--- src/rtl/instruction_cache.sv ---
// instruction_cache
//   Direct-mapped, read-only instruction cache between the cpu fetch port and a
//   block-wide instruction memory. A hit returns the word combinationally in the
//   same cycle. A miss raises BUSYWAIT and refills the whole block from memory.
//   The fill runs through IDLE -> MEM_READ -> UPDATE.
// Ports
//   CLK, RESET     clock; synchronous active-low reset
//   PC             fetch byte address (PC[1:0] and PC[31:ADDR_W] ignored)
//   INSTRUCTION    fetched word, valid while BUSYWAIT==0
//   BUSYWAIT       stall request to the cpu
//   MEM_READ       block read request to memory
//   MEM_ADDRESS    block address {tag,index} of the outstanding miss
//   MEM_READDATA   full block; word k at [32k+31:32k]
//   MEM_BUSYWAIT   memory busy; a read completes when it is 0 at a posedge
module instruction_cache #(
    parameter int ADDR_W   = 10,
    parameter int INDEX_W  = 3,
    parameter int OFFSET_W = 2,
    // Derived from the parameters above; it must not be overridden.
    localparam int TAG_W   = ADDR_W - INDEX_W - OFFSET_W - 2
) (
    input  logic                         CLK,
    input  logic                         RESET,
    input  logic [31:0]                  PC,
    output logic [31:0]                  INSTRUCTION,
    output logic                         BUSYWAIT,
    output logic                         MEM_READ,
    output logic [TAG_W+INDEX_W-1:0]     MEM_ADDRESS,
    input  logic [32*(2**OFFSET_W)-1:0]  MEM_READDATA,
    input  logic                         MEM_BUSYWAIT
);
    localparam int LINES = 2 ** INDEX_W;
    localparam int BLK_W = 32 * (2 ** OFFSET_W);

    typedef enum logic [1:0] {S_IDLE, S_MEM_READ, S_UPDATE} state_t;

    state_t                    state_q, state_d;
    logic [LINES-1:0]          valid;
    logic [TAG_W-1:0]          tag_store  [LINES];
    logic [BLK_W-1:0]          data_store [LINES];
    logic [TAG_W+INDEX_W-1:0]  miss_addr;
    logic [BLK_W-1:0]          fill_data;

    logic [OFFSET_W-1:0]       offset;
    logic [INDEX_W-1:0]        index;
    logic [TAG_W-1:0]          tag;
    logic [INDEX_W-1:0]        miss_index;
    logic [TAG_W-1:0]          miss_tag;
    logic                      hit;
    logic                      unused;

    assign offset     = PC[OFFSET_W+1:2];
    assign index      = PC[INDEX_W+OFFSET_W+1:OFFSET_W+2];
    assign tag        = PC[ADDR_W-1:INDEX_W+OFFSET_W+2];
    assign unused     = ^{PC[31:ADDR_W], PC[1:0]};
    assign miss_index = miss_addr[INDEX_W-1:0];
    assign miss_tag   = miss_addr[TAG_W+INDEX_W-1:INDEX_W];

    assign hit         = valid[index] && (tag_store[index] == tag);
    assign INSTRUCTION = data_store[index][{offset, 5'd0} +: 32];
    // The fill only ever looks at miss_addr, so PC may wander during a stall.
    assign MEM_ADDRESS = miss_addr;

    always_comb begin
        state_d  = state_q;
        BUSYWAIT = 1'b0;
        MEM_READ = 1'b0;
        case (state_q)
            S_IDLE: begin
                if (!hit) begin
                    BUSYWAIT = 1'b1;
                    state_d  = S_MEM_READ;
                end
            end
            S_MEM_READ: begin
                MEM_READ = 1'b1;
                BUSYWAIT = 1'b1;
                if (!MEM_BUSYWAIT) state_d = S_UPDATE;
            end
            S_UPDATE: begin
                BUSYWAIT = 1'b1;
                state_d  = S_IDLE;
            end
            default: state_d = S_IDLE;
        endcase
        // The cpu is never stalled while the cache is held in reset.
        if (!RESET) BUSYWAIT = 1'b0;
    end

    always_ff @(posedge CLK) begin
        if (!RESET) begin
            state_q   <= S_IDLE;
            valid     <= '0;
            miss_addr <= '0;
        end else begin
            state_q <= state_d;
            if (state_q == S_IDLE && !hit)
                miss_addr <= {tag, index};
            if (state_q == S_MEM_READ && !MEM_BUSYWAIT)
                fill_data <= MEM_READDATA;
            // A miss evicts the indexed line unconditionally; nothing to write back.
            if (state_q == S_UPDATE)
                valid[miss_index] <= 1'b1;
        end
    end

    // Data and tag arrays need no reset; the valid bits gate them.
    always_ff @(posedge CLK) begin
        if (RESET && state_q == S_UPDATE) begin
            data_store[miss_index] <= fill_data;
            tag_store[miss_index]  <= miss_tag;
        end
    end
endmodule

--- config.mk ---
export PLATFORM = sky130hd
export DESIGN_NAME = instruction_cache
export DESIGN_NICKNAME = d
export VERILOG_FILES = /design/src/rtl/instruction_cache.sv
export SDC_FILE = /design/constraint.sdc
export NUM_CORES = 1
export LEC_CHECK = 0
export BUFFER_PORTS_ARGS = -buffer_cell sky130_fd_sc_hd__buf_2
export CORE_MARGIN = 2
export CORE_UTILIZATION = 25
export DETAILED_ROUTE_END_ITERATION = 8
export GPL_ROUTABILITY_DRIVEN = 0
export HOLD_SLACK_MARGIN = 0.03
export MAX_ROUTING_LAYER = met4
export SLEW_MARGIN = 20
export SYNTH_ARGS = -nofsm -noshare
export SYNTH_HDL_FRONTEND = slang
export SYNTH_SLANG_ARGS = --single-unit
--- constraint.sdc ---
create_clock -name CLK -period 20.9 [get_ports CLK]
set_input_delay 3.135 -clock CLK [delete_from_list [all_inputs] [get_ports CLK]]
set_output_delay 3.135 -clock CLK [all_outputs]
set_load 0.01 [all_outputs]
==> reports/summary.md <==
The run finished with clean final reports. For this run, the leading register cell type out of synthesis is edfxtp_1. STA puts the critical path data arrival time at 7.65 ns. In this run, distinct cell masters in the synthesized netlist total 33. The portion of synthesized area spent on multiplexers is 17.7%. Largest net degree at the start of global routing: 121. The final-stage net count came out at 2134.

Setup repair after global routing left no endpoint under its margin. CTS saw 1192 sinks. In this run, the number of DRC markers left after iteration 0 of detailed routing was 1538. The cell chosen for the clock root is clkbuf_16. The post-synthesis instance area is 0.0443 mm^2, and the cell count after synthesis is 1715. edfxtp_1 is the most common cell in the netlist. The number of global-route vias before repair was 19.5k; the wire length per cell after detailed routing was 22.9 um. The longest clock path from root to sink contains 3 buffers. Counting flops and latches in the post-synthesis netlist gives 1192. The die extent in y was 425 um; the endpoint required time on the critical path was 17.77 ns. In the routed design, unresolved DRC markers number 0. VDD sags by at most 68.1 uV. The startpoint kind of the worst setup timing path was a primary input. CTS built an H-tree with a depth of 3. Setup violations remaining at the end of the flow were counted as 0.

The number of nets produced by synthesis was 1883; the number of flops mapped to enable cells by yosys was 1176. The run gives 18.8k as the via count. The post-synthesis xor/xnor area fraction came out at 0.0396%. The share of the Yosys chip area taken by registers is 80.5%.

TritonCTS built the clock tree. After synthesis, the share of flip-flops with an asynchronous set or reset is 0%. The areal power density over the cells is 96.2 mW/mm^2.

The top routing layer in use is met4. For the met3 wire length, the log shows 4080 um. The met2 wire length is 53900 um. After detailed routing, the total wire length is 101000 um. The dominant cell type by area after synthesis is edfxtp_1. The total of buffers placed on input and output ports works out to 178. The die is 425 um wide.

The synthesized netlist devotes 0.294% of its cell area to compound gates. The critical path in this run is classified as in -> out. The max-slew violation count is 0, and the layout filler cell count is 17.1k. Each instance of the synthesized netlist takes up on average 25.8 um^2. The share of the synthesized area in the top cell type is 79.7%. The worst setup path is captured at an output port. After floorplanning, the core was sized to cover 0.176 mm^2. Clock tree synthesis inserted a total of 119 buffers. Detailed placement finished with a half-perimeter wire length of 55300 um. Clock latency on the worst-skew pair, taken at its later pin, is 0.74 ns. For this design the top-level I/O count stands at 203. After synthesis, the most frequently instantiated cells are edfxtp_1 (1176), mux4_2 (324), buf_2 (41). The simple logic cell fraction of the synthesized area works out to 0.384%.

Across every metal layer, demand over resource in global routing totals 11.4%. Dividing the detail-routed via count by the number of cells gives 4.26. The tightest min-delay check is of the reg -> reg type. Summed over all layers, the global routing overflow is 0. By area the synthesized netlist is led by edfxtp_1 (80%), mux4_2 (16%), mux2_2 (0.92%). Maximum clock frequency: 92.7 MHz. In the final layout, the share of cells above drive strength 1 is 36.5%. Clock-pin slew was measured on the worst setup and hold paths at 0.06 ns. The measured slew at the worst slew-check pin is 1.08 ns. The floorplan step defined a die boundary enclosing 0.181 mm^2. The Yosys step of the flow raised 0 warnings.

In this run the core area contains 154 standard-cell rows. Number of setup buffers added after CTS: 0. On the final layout, the worst clock skew is 0.0376 ns. The detail route stage leaves a number of antenna-violating nets equal to 0.

Along the worst path, the maximum fanout reaches 59. Combinational family with the most area after synthesis: multiplexers. The initial antenna violation count was 13. After clock tree synthesis, the repair step resized 0 gates.

The tool flagged a number of max-cap violations equal to 0. Subtracting the final worst setup slack from the clock period gives 10.79 ns. The first global-routing pass estimated 144000 um of wire. Headroom to the max-slew limit came out at 27.8%. The logs give 0 for the final number of hold-violating endpoints and 0 for the hold-fix buffer count after cts. Adding up every negative setup slack in the final design gives 0 ns. The initial standard-cell utilization of the core came out at 25.1%. The tightest hold path in the finished design has a slack of 0.454 ns.

The period utilization is 51.6%. Summing the areas of all fa, ha and maj instances in the mapped netlist gives 0.141% of the synthesized area. The analysis attributes to cell leakage a power of 0.0160 uW. The number of detailed-routing iterations run before antenna repair is 4.

Compared with the post-synthesis result, the final layout area differs by 17.5%. The detailed-routing wirelength on met1 came out at 40600 um.
[kinds of logic (layout without fill, tap and decap cells)]
group                      after synthesis  in the layout
DFF                                   1192           1192
and+or+nand+nor                         38             38
AOI/OAI and AO/OA                       17             17
other                                    0              4
buffers and inverters                   86            434
xor gates and xnor gates                 2              2
adders and majority gates                5              5
muxes                                  375            375
[state kept, by name (all words and copies together) (netlist names)]
register	cells
data_store	1024
MEM_ADDRESS	6
tag_store	24
valid	8
fill_data	128
state_q	2
[per-layer routing]
metal	up-vias	GRT usage [%]
li1	7968	-
met1	10200	13.6
met2	447	19.8
met3	168	1.98
met4	0	3.30
met5	-	-
[where the power goes]
group	total [uW]	switching [uW]	internal, uW	leakage, uW
sequential	2660	20.7	2640	0.0107
combinational	208	112	96.1	0.00343
clock	2140	925	1220	0.00190
total	5010	1060	3950	0.0160
[worst paths after layout]
kind / cells past startpoint / to / start / slack (ns)
min: 1 / valid[6] / valid[6] / 0.45
min reg2reg: 1 / valid[6] / valid[6] / 0.45
max: 8 / INSTRUCTION[25] / PC[4] / 10.11
max reg2reg: 7 / data_store[2][122] / state_q[0] / 16.48
[through the flow]
step / util (%) / setup WS, ns / cells / power [uW] / cell area [um^2]
global placement: 27.3 / 9.60 / 4185 / 2920 / 48100
CTS: 29.5 / 9.60 / 4403 / 5080 / 52000
finish: 29.5 / 10.11 / 4407 / 5010 / 52000
detailed placement: 27.3 / 9.60 / 4185 / 2930 / 48100
floorplan: - / 7.66 / 1715 / 2830 / 44300
global route: 29.5 / 9.63 / 4406 / 5180 / 52000
[worst max-delay path, stage by stage]
cell and delay, ns:
buf_8 0.46, buf_4 0.72, buf_4 0.79, buf_6 0.68, mux4_2 0.60, mux4_2 0.55, mux2_2 0.34, buf_2 0.15
[area by class of cell]
cell class | instances | area (um^2) | share of cell area (%)
clock buffers | 144 | 3070 | 5.90
clock inverters | 74 | 860 | 1.65
diodes | 4 | 10.0 | 0.0192
flip-flops and latches | 1192 | 35600 | 68.5
multi-input cells | 437 | 8300 | 15.9
inverters | 4 | 15.0 | 0.0289
repair buffers | 212 | 1220 | 2.34
well taps | 2340 | 2930 | 5.63
[cells in the final DEF (no fill, tap or decap), types with 2 or more instances in the layout]
master	n
clkinv_4	5
buf_12	3
inv_1	4
clkinv_1	22
dfxtp_1	16
buf_2	174
nor3_2	2
edfxtp_1	1176
clkbuf_1	25
clkinv_2	17
a21o_1	8
nand2b_1	2
clkbuf_16	119
mux4_2	324
inv_6	5
diode_2	4
xor2_1	2
mux2i_1	15
inv_16	2
bufinv_16	13
buf_8	2
buf_6	2
buf_4	31
nand3_1	3
mux2_2	36
ha_1	5
nor2_4	7
clkinv_16	4
clkinvlp_4	5
nand2_1	19
Power figures use the tool's default switching activity.
